$ cat src/rtl/counters_pkg.sv
// Shared encodings for the counters lab: terminal-count modes and FSM states.
package counters_pkg;

  // Terminal-count behaviour selected by the mode input; 2'b11 behaves as wrap.
  typedef enum logic [1:0] {
    MODE_WRAP    = 2'b00,
    MODE_RELOAD  = 2'b01,
    MODE_ONESHOT = 2'b10
  } mode_e;

  // Counter sequencing states.
  typedef enum logic [1:0] {
    ST_IDLE = 2'b00,
    ST_RUN  = 2'b01,
    ST_DONE = 2'b10
  } state_e;

endpackage

$ cat src/rtl/down_counter_parallel_load_if.sv
// Control/data bundle for one down-counter stage. The master drives load,
// decrement, mode and I; the slave (the counter) returns the count and flags.
interface down_counter_parallel_load_if #(
  parameter int WIDTH = 4
);
  logic             load;
  logic             decrement;
  logic [1:0]       mode;
  logic [WIDTH-1:0] I;
  logic [WIDTH-1:0] A;
  logic             output_borrow;
  logic             zero;
  logic             expired;

  modport master (
    output load, decrement, mode, I,
    input  A, output_borrow, zero, expired
  );

  modport slave (
    input  load, decrement, mode, I,
    output A, output_borrow, zero, expired
  );
endinterface

$ cat src/rtl/down_count_stage.sv
// One bit of the down-counter: loads a bit, or toggles when every lower bit is
// zero (borrow ripples in), and passes the borrow on while this bit is zero.
module down_count_stage
  import counters_pkg::*;
(
  input  logic clock,
  input  logic clear_n,
  input  logic i_borrow,
  input  logic i_load,
  input  logic i_load_bit,
  input  logic i_dec,
  output logic o_q,
  output logic o_borrow
);

  logic r_q;

  // Bit register: load has priority over decrement; otherwise hold.
  always_ff @(posedge clock or negedge clear_n) begin
    // NOTE: sequential state is written with <= so every stage samples the
    // pre-edge values of its neighbours, regardless of block evaluation order.
    if (!clear_n) begin
      r_q <= 1'b0;
    end else if (i_load) begin
      r_q <= i_load_bit;
    end else if (i_dec && i_borrow) begin
      r_q <= ~r_q;
    end
  end

  assign o_q      = r_q;
  assign o_borrow = i_borrow & ~r_q;

endmodule

$ cat src/rtl/down_counter_parallel_load.sv
// Loadable binary down-counter with wrap, auto-reload and one-shot terminal
// behaviour. A bit-slice chain holds the count; this level owns the FSM, the
// reload value and the registered terminal-count flag.
module down_counter_parallel_load
  import counters_pkg::*;
#(
  parameter int WIDTH = 4
) (
  input  logic                          clock,
  input  logic                          clear_n,
  down_counter_parallel_load_if.slave   bus
);

  logic [WIDTH:0]   w_borrow;
  logic [WIDTH-1:0] w_q;
  logic [WIDTH-1:0] w_load_val;
  logic             w_zero;
  logic             w_counting;
  logic             w_dec_req;
  logic             w_terminal;
  logic             w_cell_load;
  logic             w_cell_dec;

  state_e           r_state;
  logic [WIDTH-1:0] r_reload;
  logic             r_expired;

  // The ripple borrow out of the top bit is exactly "count is zero".
  assign w_borrow[0] = 1'b1;
  assign w_zero      = w_borrow[WIDTH];
  assign w_counting  = (r_state == ST_RUN);
  assign w_dec_req   = w_counting & bus.decrement & ~bus.load;
  assign w_terminal  = w_dec_req & w_zero;

  // Reload at the terminal edge reuses the cells' parallel-load path; wrap is
  // the natural toggle of an all-zero count; one-shot simply stops decrementing.
  assign w_cell_load = bus.load | (w_terminal & (bus.mode == MODE_RELOAD));
  assign w_load_val  = bus.load ? bus.I : r_reload;
  assign w_cell_dec  = w_dec_req & ~(w_zero & (bus.mode == MODE_ONESHOT));

  for (genvar g = 0; g < WIDTH; g++) begin : g_stage
    down_count_stage u_stage (
      .clock      (clock),
      .clear_n    (clear_n),
      .i_borrow   (w_borrow[g]),
      .i_load     (w_cell_load),
      .i_load_bit (w_load_val[g]),
      .i_dec      (w_cell_dec),
      .o_q        (w_q[g]),
      .o_borrow   (w_borrow[g+1])
    );
  end

  // Sequencing FSM with reload register and terminal-count flag.
  always_ff @(posedge clock or negedge clear_n) begin
    if (!clear_n) begin
      r_state   <= ST_IDLE;
      r_reload  <= '0;
      r_expired <= 1'b0;
    end else if (bus.load) begin
      r_state   <= ST_RUN;
      r_reload  <= bus.I;
      r_expired <= 1'b0;
    end else begin
      case (r_state)
        ST_RUN: begin
          if (bus.decrement && w_zero) begin
            r_expired <= 1'b1;
            if (bus.mode == MODE_ONESHOT) r_state <= ST_DONE;
          end else begin
            r_expired <= 1'b0;
          end
        end
        // DONE keeps its sticky flag; IDLE ignores decrement.
        default: ;
      endcase
    end
  end

  assign bus.A             = w_q;
  assign bus.zero          = w_zero;
  assign bus.output_borrow = bus.decrement & w_counting & w_zero;
  assign bus.expired       = r_expired;

endmodule
$ cat src/flat_wrapper.sv
// flat-port wrapper written by rule: the top's interface ports become plain ports
module down_counter_parallel_load_flat import counters_pkg::*;
#(
  parameter int WIDTH = 4
)
  (clock, clear_n, bus_load, bus_decrement, bus_mode, bus_I, bus_A, bus_output_borrow, bus_zero, bus_expired);
  down_counter_parallel_load_if #(.WIDTH(WIDTH)) bus_i ();
  input  logic clock;
  input  logic clear_n;
  input wire logic [$bits(bus_i.load)-1:0] bus_load;
  input wire logic [$bits(bus_i.decrement)-1:0] bus_decrement;
  input wire logic [$bits(bus_i.mode)-1:0] bus_mode;
  input wire logic [$bits(bus_i.I)-1:0] bus_I;
  output wire logic [$bits(bus_i.A)-1:0] bus_A;
  output wire logic [$bits(bus_i.output_borrow)-1:0] bus_output_borrow;
  output wire logic [$bits(bus_i.zero)-1:0] bus_zero;
  output wire logic [$bits(bus_i.expired)-1:0] bus_expired;
  assign bus_i.load = bus_load;
  assign bus_i.decrement = bus_decrement;
  assign bus_i.mode = bus_mode;
  assign bus_i.I = bus_I;
  assign bus_A = bus_i.A;
  assign bus_output_borrow = bus_i.output_borrow;
  assign bus_zero = bus_i.zero;
  assign bus_expired = bus_i.expired;
  down_counter_parallel_load #(.WIDTH(WIDTH)) u_core (.clock(clock), .clear_n(clear_n), .bus(bus_i));
endmodule
$ cat config.mk
export PLATFORM = sky130hd
export DESIGN_NAME = down_counter_parallel_load_flat
export DESIGN_NICKNAME = d
export VERILOG_FILES = /design/src/rtl/counters_pkg.sv /design/src/rtl/down_counter_parallel_load_if.sv /design/src/rtl/down_count_stage.sv /design/src/rtl/down_counter_parallel_load.sv /design/src/flat_wrapper.sv
export SDC_FILE = /design/constraint.sdc
export NUM_CORES = 1
export LEC_CHECK = 0
export CAP_MARGIN = 20
export CORE_UTILIZATION = 43
export DETAILED_ROUTE_END_ITERATION = 16
export GPL_TIMING_DRIVEN = 1
export HOLD_SLACK_MARGIN = 0.08
export PLACE_DENSITY_LB_ADDON = 0.08
export SETUP_SLACK_MARGIN = 0.05
export SYNTH_ARGS = -nofsm -noshare
export SYNTH_HDL_FRONTEND = slang
export SYNTH_HIERARCHICAL = 1
export SYNTH_SLANG_ARGS = --single-unit
$ cat constraint.sdc
create_clock -name clock -period 3 [get_ports clock]
set_clock_uncertainty 0.15 [all_clocks]
set_input_delay 0.45 -clock clock [delete_from_list [all_inputs] [get_ports clock]]
set_output_delay 0.45 -clock clock [all_outputs]
set_load 0.02 [all_outputs]
==> flow_summary.toml <==
[route]
drt_pass1_iterations = 4
postRouteWirelength_um = 1170
vias = 450
post-route-drc-count = 0
final_antenna_net_count = 0
drtIter0Drc = 5
viasPerCell = 5.23
post_drt_wl_per_cell_um = 13.5

[hold_path]
holdCritPathClass = "flip-flop to flip-flop"

[synthesis]
synthAdderAreaFrac = 0
synth_ff_type = "dfrtp_1"
synthMuxAreaShare = 0.0759
netlist_area_um2 = 593
ys_seq_elements = 11
seq_area_frac_synth = 0.464
synthSimpleGateAreaFrac = 0.276
synth_cell_types = 20
synth-compound-area-share = 0.137
yosysTopAreaCellShare = 0.464
synth_xor_area_frac = 0
netlist_top_cells_area = "dfrtp_1, and4bb_1, mux2_2, a221o_1, and2b_1"
synth_top_area_cell = "dfrtp_1"
synth_top_family_by_area = "simple AND/OR/NAND/NOR gates"
yosysWarnings = 6
synth-edff-count = 0
syn_inst = 51
async_reset_ff_frac = 1.00
synth_area_per_cell_um2 = 11.6

[place]
dpl_cell_area_um2 = 763
place_congestion = 0.652
port-buffer-count = 16
dpl.hpwl_um = 860

[clocking]
numCtsBuffers = 3
path_clk_slew_ns = 0.06
h-tree-depth = 1
insertion_delay_ns = 0.27
clockBufferDepth = 2
cts_tree = "built"
cts_sinks = 11
post_cts_buffers = 0
root_buffer = "clkbuf_4"

[outcome]
status = "finished clean"

[timing]
slew_viol_final = 0
min_period_ns = 2.72
finalHoldViolations = 0
worst_slew_pin_slew_ns = 0.734
rsz0062_at_grt = "no"
timing.final.crit_share = 0.907
fmax_mhz = 368
setup_tns_ns = 0
setup_violations = 0
slew_headroom = 0.510
hold_ws_ns = 0.348

[global_routing]
antenna_found_initial = 0
grtUsageMet3 = 0.0578
grt_pass1_wl_um = 1780
grt_pass1_vias = 409
grt_busiest_layer = "met2"
overflow = 0
grt_max_degree = 13
grtUsageTotal = 0.186
grt_util_met1 = 0.251
grt_util_met2 = 0.271

[critical_path]
worstSetupStartpointType = "flip-flop"
critPathKind = "flip-flop to output pin"
cp-end-kind = "output pin"
path_max_fanout = 5
required_ns = 2.40
worst_ep_arrival_time_ns = 2.12

[floorplan]
die_w_um = 39.1
fp.dieH_um = 39.1
rows = 13
start_util = 0.462
core_mm2 = 0.00128
dieArea_mm2 = 0.00153
io_pins = 17

[power]
p_leak_nw = 0.356
pwr_density_cell_mw_per_mm2 = 456
vdd_ir_drop_max_mv = 0.278

[final_layout]
layout.nets = 82
syn_to_final_growth_pct = 33.3
design_area_um2 = 791
diodes = 0
drive_gt1_frac = 0.169
fillerInstances = 127

[flow_run]
maxCapViolCount = 0
==> synth_stat cells, types with 2 or more instances <==
cell type,instances
and4bb_1,4
a221o_1,4
inv_1,2
mux2_2,4
nor2b_1,4
dfrtp_1,11
a21oi_1,2
nor2_1,2
nand2_1,4
and2b_1,4
==> path summary, 6_finish.rpt <==
| kind | start | end | slack, ns | cells past startpoint |
|---|---|---|---|---|
| worst max-delay path | u_core/g_stage[0].u_stage/o_q$_DFFE_PN0P_ | bus_output_borrow | 0.28 | 6 |
| worst min-delay path | u_core/r_reload[0]$_DFF_PN0_ | u_core/r_reload[0]$_DFF_PN0_ | 0.35 | 1 |
| worst max register to register | u_core/g_stage[0].u_stage/o_q$_DFFE_PN0P_ | u_core/g_stage[3].u_stage/o_q$_DFFE_PN0P_ | 0.41 | 8 |
| worst min register to register | u_core/r_reload[0]$_DFF_PN0_ | u_core/r_reload[0]$_DFF_PN0_ | 0.35 | 1 |
| max in group asynchronous | clear_n | u_core/r_state[0]$_DFFE_PN0P_ | 2.00 | 1 |
| min in group asynchronous | clear_n | u_core/g_stage[3].u_stage/o_q$_DFFE_PN0P_ | 0.36 | 1 |
==> per-stage QoR <==
stage | std cells | setup WS [ns] | utilization | power [mW]
2_1_floorplan | 53 | 0.114 | - | 0.222
3_3_place_gp | 82 | 0.286 | 0.594 | 0.261
3_5_place_dp | 82 | 0.221 | 0.594 | 0.263
4_1_cts | 86 | 0.206 | 0.613 | 0.364
5_1_grt | 86 | 0.0982 | 0.615 | 0.381
6_report | 86 | 0.280 | 0.615 | 0.360
==> power by group <==
part	internal [mW]	switching (mW)	total [mW]
registers	0.162	0.00926	0.171
clock network	0.0515	0.0491	0.101
logic	0.0493	0.0393	0.0886
==> kinds of logic after synthesis <==
group,Yosys count
AND/OR/NAND/NOR,22
flip-flops,11
AO/OA/AOI/OAI,9
multiplexers,4
buffers and inverters,4
other,1
==> cells in the final DEF (no fill, tap or decap), types with 2 or more instances in the layout <==
master	synthesis	final
and4bb_1	4	4
inv_1	2	2
conb_1	1	3
and2b_1	4	4
dfrtp_1	11	11
clkdlybuf4s50_1	0	15
nor2b_1	4	3
nor2_1	2	2
mux2_2	4	4
a221o_1	4	4
a21oi_1	2	2
clkbuf_4	0	3
nand2_1	4	4
==> per-layer routing <==
layer,part of all wire,up-vias,wire length [µm]
met4,0.019,0,22
met3,0.073,2,85
met5,0,-,0
li1,-,222,-
met2,0.43,15,501
met1,0.48,211,555
==> sequential cells by signal (all words and copies together) (netlist names) <==
register                    count
u_core/g_stage.u_stage/o_q      4
u_core/bus.expired              1
u_core/r_reload                 4
u_core/r_state                  2
==> layout make-up <==
type / count / area [µm²] / share of cell area
clock buffers: 4 / 26.3 / 0.0332
multi-input cells: 38 / 304 / 0.384
well taps: 15 / 18.8 / 0.0237
inverters: 2 / 7.51 / 0.00949
repair buffers: 16 / 159 / 0.201
flip-flops and latches: 11 / 275 / 0.348
==> repair_timing <==
item | CTS | global route
pin swaps | 0 | 0
gates resized for setup | 1 | 2
endpoints found under the setup margin | 1 | 5
hold buffers | 0 | 0
==> worst max-delay path, cell delays in order (launching register included) <==
cell and delay (ns):
dfrtp_1 0.40, nor2b_1 0.16, nor2b_1 0.20, nor2b_1 0.20, nor2b_2 0.22, and4b_1 0.31
dlygate4sd2_1 0.36
Note: power is estimated with default switching activity, not from simulation.
